## src/rtl/limn2600_write_buffer.sv

```systemverilog
// Posted-write buffer between the Limn2600 CPU bus and SRAM.
// CPU writes retire into a small FIFO that drains in the background;
// reads forward from the newest matching entry or wait for the drain and go to memory.
module limn2600_write_buffer #(
  parameter int unsigned DEPTH = 4
) (
  input  logic        clk,
  input  logic        rst,
  input  logic        cpu_cs,
  input  logic        cpu_we,
  input  logic [31:0] cpu_addr,
  input  logic [31:0] cpu_data_in,
  output logic [31:0] cpu_data_out,
  output logic        cpu_rdy,
  output logic        mem_cs,
  output logic        mem_we,
  output logic [31:0] mem_addr,
  output logic [31:0] mem_data_out,
  input  logic [31:0] mem_data_in,
  input  logic        mem_rdy,
  output logic        empty
);

  localparam int unsigned PTR_W = $clog2(DEPTH);
  localparam int unsigned CNT_W = PTR_W + 1;

  typedef enum logic [1:0] {IDLE, RDWAIT, RDMEM, RESP} state_t;

  state_t            state, state_next;
  logic [31:0]       addr_q [DEPTH];
  logic [31:0]       data_q [DEPTH];
  logic [PTR_W-1:0]  wr_ptr, rd_ptr, head_idx;
  logic [CNT_W-1:0]  count, count_next, remaining;
  logic              drain_busy, pop, push, room, hit, drain_next;
  logic [31:0]       hit_data;

  assign drain_busy = mem_cs & mem_we;
  assign pop        = drain_busy & mem_rdy;
  assign room       = (count < CNT_W'(DEPTH)) | pop;
  assign remaining  = count - CNT_W'(pop);
  assign head_idx   = rd_ptr + PTR_W'(pop);
  assign drain_next = (remaining != '0) && (state_next != RDMEM);

  // Address match across valid entries, oldest to newest so the newest wins
  always_comb begin
    hit      = 1'b0;
    hit_data = '0;
    for (int unsigned i = 0; i < DEPTH; i++) begin
      if ((CNT_W'(i) < count) && (addr_q[rd_ptr + PTR_W'(i)] == cpu_addr)) begin
        hit      = 1'b1;
        hit_data = data_q[rd_ptr + PTR_W'(i)];
      end
    end
  end

  // CPU-side next state and push decision
  always_comb begin
    state_next = state;
    push       = 1'b0;
    case (state)
      IDLE: begin
        if (cpu_cs) begin
          if (cpu_we) begin
            if (room) begin
              push       = 1'b1;
              state_next = RESP;
            end
          end else if (hit) begin
            state_next = RESP;
          end else if ((count == '0) && !drain_busy) begin
            state_next = RDMEM;  // already drained: no need to dwell in RDWAIT
          end else begin
            state_next = RDWAIT;
          end
        end
      end
      RDWAIT: if ((count == '0) && !drain_busy) state_next = RDMEM;
      RDMEM:  if (mem_rdy) state_next = RESP;
      RESP:   state_next = IDLE;
      default: state_next = IDLE;
    endcase
  end

  // Occupancy update; simultaneous push and pop cancel
  always_comb begin
    count_next = count;
    if (push && !pop) count_next = count + CNT_W'(1);
    else if (pop && !push) count_next = count - CNT_W'(1);
  end

  // FSM state register
  always_ff @(posedge clk) begin
    if (rst) state <= IDLE;
    else     state <= state_next;
  end

  // Buffer storage; contents are qualified by count so no reset is needed
  always_ff @(posedge clk) begin
    if (push) begin
      addr_q[wr_ptr] <= cpu_addr;
      data_q[wr_ptr] <= cpu_data_in;
    end
  end

  // Pointers, count and all registered bus outputs
  always_ff @(posedge clk) begin
    if (rst) begin
      wr_ptr       <= '0;
      rd_ptr       <= '0;
      count        <= '0;
      cpu_rdy      <= 1'b0;
      cpu_data_out <= '0;
      mem_cs       <= 1'b0;
      mem_we       <= 1'b0;
      mem_addr     <= '0;
      mem_data_out <= '0;
      empty        <= 1'b1;
    end else begin
      if (push) wr_ptr <= wr_ptr + PTR_W'(1);
      if (pop)  rd_ptr <= rd_ptr + PTR_W'(1);
      count   <= count_next;
      empty   <= (count_next == '0);
      cpu_rdy <= (state_next == RESP);

      if ((state == IDLE) && cpu_cs && !cpu_we && hit)
        cpu_data_out <= hit_data;
      else if ((state == RDMEM) && mem_rdy)
        cpu_data_out <= mem_data_in;

      if (state_next == RDMEM) begin
        mem_cs   <= 1'b1;
        mem_we   <= 1'b0;
        mem_addr <= cpu_addr;
      end else if (drain_next) begin
        mem_cs       <= 1'b1;
        mem_we       <= 1'b1;
        mem_addr     <= addr_q[head_idx];
        mem_data_out <= data_q[head_idx];
      end else begin
        mem_cs <= 1'b0;
        mem_we <= 1'b0;
      end
    end
  end

endmodule

```

## config.mk

```make
export PLATFORM = sky130hd
export DESIGN_NAME = limn2600_write_buffer
export DESIGN_NICKNAME = d
export VERILOG_FILES = /design/src/rtl/limn2600_write_buffer.sv
export SDC_FILE = /design/constraint.sdc
export NUM_CORES = 1
export LEC_CHECK = 0
export BUFFER_PORTS_ARGS = -buffer_cell sky130_fd_sc_hd__buf_2
export CAP_MARGIN = 20
export CORE_ASPECT_RATIO = 1.4
export CORE_UTILIZATION = 50
export CTS_CLUSTER_DIAMETER = 60
export DETAILED_ROUTE_END_ITERATION = 10
export PLACE_DENSITY = 0.69
export SYNTH_ARGS = -nofsm -noshare
export SYNTH_HDL_FRONTEND = slang
export SYNTH_SLANG_ARGS = --single-unit
```

## constraint.sdc

```tcl
create_clock -name clk -period 9 [get_ports clk]
set_input_delay 1.8 -clock clk [delete_from_list [all_inputs] [get_ports clk]]
set_output_delay 1.8 -clock clk [all_outputs]
set_load 0.05 [all_outputs]
```

; Yosys cells after proc, flatten, opt, wreduce, memory -nomap -nowiden
; Memory sizes are Yosys's and may differ from the RTL's. A register that Yosys moved wholly into a read port is not among the register bits.
; Cells that the tools add are included.
; W data, S select, Z words.
[totals]
register_bits = 77
ram_bits = 256
word_cells = 97
mem_count = 2
[mem_list]
columns = name, words, word_bits, rd, rd_ports_with_merged_regs, write_ports, line_no
row1 = addr_q, 4, 32, 5, 1, 1, 30  ; logic [31:0] addr_q [DEPTH];
row2 = data_q, 4, 32, 5, 2, 1, 31  ; logic [31:0] data_q [DEPTH];
[classes]
add_sub_neg = 8
order_cmp = 5
n_eq_ne = 10
muxes = 34
n_bitwise = 4
n_reduce_logical = 24
[op_table]
columns = op, n
row1 = $mux W32, 8
row2 = $eq A32 B32 Y1, 4
row3 = $mux W2, 11
row4 = $logic_and A1 B1 Y1, 12
row5 = $mux W1, 12
row6 = $eq A2 B2 Y1 const B, 4
row7 = $pmux W2 S4, 1
row8 = $logic_not A3 Y1, 2
row9 = $lt A1 B3 Y1 const A, 2
row10 = $lt A2 B3 Y1 const A, 2
row11 = $mux W3, 2
row12 = $add A2 B1 Y2 const B, 2
row13 = $add A2 B2 Y2 const B, 2
row14 = $logic_not A1 Y1, 4
row15 = $reduce_bool A2 Y1, 2
row16 = $add A3 B1 Y3 const B, 1
row17 = $lt A3 B3 Y1 const B, 1
row18 = $reduce_bool A3 Y1, 1
row19 = $sub A3 B1 Y3, 1
row20 = $sub A3 B1 Y3 const B, 1
row21 = $add A2 B1 Y2, 1
row22 = $and A1 B1 Y1, 2
row23 = $eq A2 B1 Y1 const B, 1
row24 = $logic_not A2 Y1, 1
row25 = other kinds (5), 5

; Longest topological paths before layout
; An unclocked memory read counts as a cell.
[depth]
ltp_word = 15
depth_mapped = 16
ltp_nobuf = 9

; Worst setup path before layout
; Ideal clock, no wire load.
[synth_path]
path_kind = in2reg
startpoint = input cpu_cs
endpoint = memory addr_q[0][0], enable pin
arrival_time_ns = 3.941
t_required_ns = 8.571
slack_ns = 4.630
stages = 4
cell_sequence = and2_1 nand2_1 a21oi_1 and2_1
[synth_between]
elab_chain_len = 4
[synth_rtl]
columns = item, line_no
row1 = from (decl), 9  ; input logic cpu_cs,
row2 = $mux W1, 62  ; if (cpu_cs) begin
row3 = $mux W1, 60  ; case (state)
row4 = $mux W1, 99  ; if (push) begin
row5 = $mux W1 (not written as such), 100  ; addr_q[wr_ptr] <= cpu_addr;
row6 = to (decl), 30
; No other way between the ends.

; Final worst setup path
[layout_path]
startpoint = register rd_ptr[0]
endpoint = register mem_addr[5]
[layout_between]
elab_chain_len = 14
[layout_rtl]
columns = item, line_no
row1 = from (decl), 32  ; logic [PTR_W-1:0] wr_ptr, rd_ptr, head_idx;
row2 = from (signal assigned), 120  ; if (pop) rd_ptr <= rd_ptr + PTR_W'(1);
row3 = $add A2 B1 Y2, 49  ; if ((CNT_W'(i) < count) && (addr_q[rd_ptr + PTR_W'(i)] == cpu_addr)) begin
row4 = $mem_v2 Z4 W32 *, n/a
row5 = $eq A32 B32 Y1, 49
row6 = $logic_and A1 B1 Y1, 49
row7 = $mux W1 (3 in a row), 49
row8 = $mux W2, 68  ; end else if (hit) begin
row9 = $mux W2, 63  ; if (cpu_we) begin
row10 = $mux W2, 62
row11 = $pmux W2 S4, 60
row12 = $ne A2 B2 Y1, 42  ; assign drain_next = (remaining != '0) && (state_next != RDMEM);
row13 = $logic_and A1 B1 Y1, 42
row14 = $reduce_bool A2 Y1 (no line), n/a
row15 = to (signal assigned), 133  ; mem_addr <= cpu_addr;
row16 = to (signal assigned), 137  ; mem_addr <= addr_q[head_idx];
row17 = to (decl), 17  ; output logic [31:0] mem_addr,
; Mark *: on every way between the ends. The rest lies on a longest branch, timed or not. The select of a mux whose other input is x is not followed.
; A chain may end at the register's enable or synchronous reset.

==> results.py <==
metrics = {
    "global_route": {
        "grt_start_max_net_pins": 112,
        "grt_pass1_vias": 16577,
        "grt_usage_pct": 28.4,
        "grt_antenna_before_repair": 5,
        "grt_pass1_wl_um": 101000,
        "overflow": 0,
    },
    "synth": {
        "synth_fa_ha_area_share_pct": 0.490,
        "synth_compound_area_share_pct": 12.1,
        "yosysTopAreaCellShare_pct": 33.5,
        "yosys_most_used_dff": "edfxtp_1",
        "synthCells": 1741,
        "avgSynthCellArea_um2": 13.2,
        "synth_enable_flop_cells": 256,
        "synth_simple_gate_area_share_pct": 4.92,
        "async_flop_share_pct": 0,
        "yosysSeqAreaShare_pct": 43.1,
        "ys_seq_elements": 367,
        "synth_area_mm2": 0.0230,
        "yosysTopAreaCell": "edfxtp_1",
        "synth_top_family_by_area": "multiplexers",
        "synth.mux.area_fraction_pct": 30.0,
        "ys_warn_count": 0,
        "synth-xor-area-share_pct": 4.95,
        "ys_types": 68,
        "synth_area_leaders": "edfxtp_1 33%, mux4_2 21%, dfxtp_1 9.7%",
        "synthesis.nets": 1851,
    },
    "drt": {
        "drtPass1Iterations": 5,
        "drc": 0,
        "num_vias": 16822,
        "wl_per_cell_um": 27.1,
        "drt_iter0_markers": 1623,
        "viasPerCell": 6.83,
        "final_antenna_net_count": 0,
        "routed_wl_um": 66700,
    },
    "timing": {
        "fin_crit_ps": 6060,
        "max_freq_mhz": 165,
        "fin_tns_setup_ps": 0,
        "tightest_slew_ps": 1180,
        "worst_clock_skew_ps": 17.7,
        "hold_viol_final": 0,
        "rsz0062_at_grt": "no",
        "period_share_pct": 67.4,
        "slew_violations": 0,
        "slew_headroom_pct": 21.3,
        "setup_viol": 0,
    },
    "layout": {
        "final_nets": 1926,
        "layout-drive-gt1-share_pct": 31.8,
        "area_delta_synth_final_pct": 10.6,
        "fin_util_pct": 56.2,
    },
    "min_path": {
        "min_from": "mem_data_out[18]",
        "min_path_type": "flip-flop to flip-flop",
        "min_path_cells": 2,
        "hold_end": "mem_data_out[18]",
    },
    "critical_path": {
        "cp_max_fo": 111,
        "cp_top_family": "simple AND/OR/NAND/NOR gates",
        "crit_arrival_ps": 6500,
        "reg2reg_from": "rd_ptr[0]",
        "worst_path_most_repeated_cell": "buf_4",
        "max_stage_delay_ps": 770,
        "ff2ff_path_depth": 12,
        "crit_type": "flip-flop to flip-flop",
        "crit_path_end_kind": "flip-flop",
        "rrSetupSlack_ps": 2940,
        "path_cells": "buf_12, mux4_2, xor2_1, nor4_1, nand4_1, or4_1, or2_1, buf_4, nand4_4, buf_4, a21oi_1, a311oi_1",
        "worstPathRequired_ps": 9430,
        "critPathBufInv": 3,
        "reg2reg_to": "mem_addr[5]",
        "cp-start-kind": "flip-flop",
        "slowest_stage": "dfxtp_4",
    },
    "clock_network": {
        "root_buffer": "clkbuf_16",
        "cts_setup_buffers": 0,
        "clock_latency_ps": 550,
        "hold_buffers": 0,
        "cts-buffers-inserted": 40,
        "ctsHtreeMaxLevel": 2,
        "clock_sinks": 367,
        "tritoncts": "yes",
        "postCtsResizedCells": 0,
        "clockBufferDepth": 3,
        "clk_pin_slew_worst_paths_ps": 60,
    },
    "die": {
        "die_y_um": 256,
        "rows": 92,
        "fp.dieW_um": 183,
        "coreArea_mm2": 0.0452,
        "die_area_mm2": 0.0468,
        "initial_core_util_pct": 50.8,
        "io_pins": 201,
    },
    "placed_design": {
        "gp_congestion": 0.950,
        "place_hpwl_um": 42700,
        "port_buffers": 200,
    },
    "power": {
        "p_leak_nw": 8.07,
        "power.density_mw_per_mm2": 180,
        "ir_drop_v": 0.000165,
    },
    "job": {
        "cap_viol_max_count": 0,
    },
    "outcome": {
        "outcome": "finished clean",
    },
}
cells in the final DEF, fill, tap and decap left out, drive strengths merged, types with 35 or more instances in the layout:
cell type | netlist | routed
nand3 | 39 | 39
a311oi | 65 | 65
buf | 86 | 228
a2111oi | 35 | 35
mux4 | 211 | 211
o21ai | 46 | 46
a21oi | 82 | 82
nand2 | 54 | 54
mux2 | 43 | 43
xnor2 | 97 | 97
nor2 | 85 | 85
edfxtp | 256 | 256
clkbuf | 109 | 62
mux2i | 165 | 165
dfxtp | 111 | 111
layer usage:
layer  global-route usage, %  vias to the layer above  part of all wire (%)
met4                    14.5                        6                   5.3
met1                    34.6                     8543                    36
li1                        -                     7230                     -
met3                    3.71                      191                   7.3
met2                    49.0                      852                    51
met5                       0                        -                 0.061
logic make-up (layout without fill, tap and decap cells):
kind of cell    count (synthesis)  count (layout)
flops                         367             367
fa+ha+maj                       9               9
buf+inv                       207             314
xor+xnor                      130             130
other cells                     0               4
simple gates                  240             240
compound gates                369             369
mux                           419             419
flip-flops by register name (all words and copies together), names as in the netlist, named ones only:
signal	cells
state	2
empty	1
rd_ptr	2
cpu_data_out	32
mem_cs	1
mem_we	1
cpu_rdy	1
mem_data_out	32
wr_ptr	2
addr_q	128
mem_addr	32
count	3
data_q	128
through the flow:
stage	hold slack (ps)	worst slack [ps]	std cells	instance area (µm²)	power, mW
finish	474	2940	2463	25400	4.58
global placement	463	3100	2385	24100	2.96
global route	494	2700	2461	25400	4.73
detailed placement	466	3000	2385	24100	2.98
CTS	474	2960	2459	25400	4.61
floorplan	505	4630	1741	23000	2.72
power by group:
part | total, mW | leakage, nW | switching, mW | internal [mW]
combinational | 0.952 | 4.20 | 0.647 | 0.305
sequential | 2.00 | 3.23 | 0.0747 | 1.92
clock | 1.63 | 0.647 | 0.674 | 0.955
total | 4.58 | 8.07 | 1.40 | 3.18
cells in the mapped netlist (5+ instances only):
| master | count |
|---|---|
| a311oi_1 | 64 |
| a211oi_2 | 15 |
| nand2b_1 | 5 |
| mux2_2 | 43 |
| buf_6 | 16 |
| nand2_1 | 54 |
| buf_1 | 12 |
| a21oi_1 | 82 |
| edfxtp_1 | 256 |
| a211oi_1 | 18 |
| ha_1 | 9 |
| nor4_1 | 10 |
| buf_2 | 41 |
| o21ai_1 | 10 |
| dfxtp_1 | 111 |
| nor2_1 | 85 |
| o211ai_1 | 34 |
| mux4_2 | 211 |
| o311a_1 | 32 |
| a31oi_1 | 6 |
| xor2_1 | 33 |
| nand4_1 | 11 |
| and2_1 | 6 |
| o2111ai_1 | 8 |
| inv_1 | 11 |
| buf_4 | 17 |
| mux2i_1 | 165 |
| clkbuf_1 | 109 |
| xnor2_1 | 97 |
| o21ai_0 | 36 |
| nand3_1 | 39 |
| nor3_1 | 11 |
| a2111oi_0 | 34 |
how the worst max path moves through the flow:
stage	startpoint	endpoint	slack [ps]	depth (start not counted)
2_1_floorplan	cpu_cs	addr_q[0][0]	4630	4
3_3_place_gp	rd_ptr[0]	mem_addr[30]	3100	12
3_5_place_dp	rd_ptr[0]	mem_addr[5]	3000	12
4_1_cts	rd_ptr[0]	mem_addr[5]	2960	12
5_1_grt	rd_ptr[0]	mem_addr[26]	2700	12
6_report	rd_ptr[0]	mem_addr[5]	2940	12
tightest hold or removal path: cells and delay by family (launching register included):
family | cells | cell delay [ps]
flops | 1 | 300
compound gates | 2 | 130
final cells by class:
cell class / count / area (µm²)
Fill cell: 3669 / 19800
Multi-Input combinational cell: 1167 / 12100
Sequential cell: 367 / 9920
Timing Repair Buffer: 228 / 1230
Clock buffer: 62 / 1210
Tap cell: 611 / 764
Clock inverter: 12 / 103
Inverter: 12 / 45.0
Antenna cell: 4 / 10.0
Note: power is estimated with default switching activity, not from simulation.
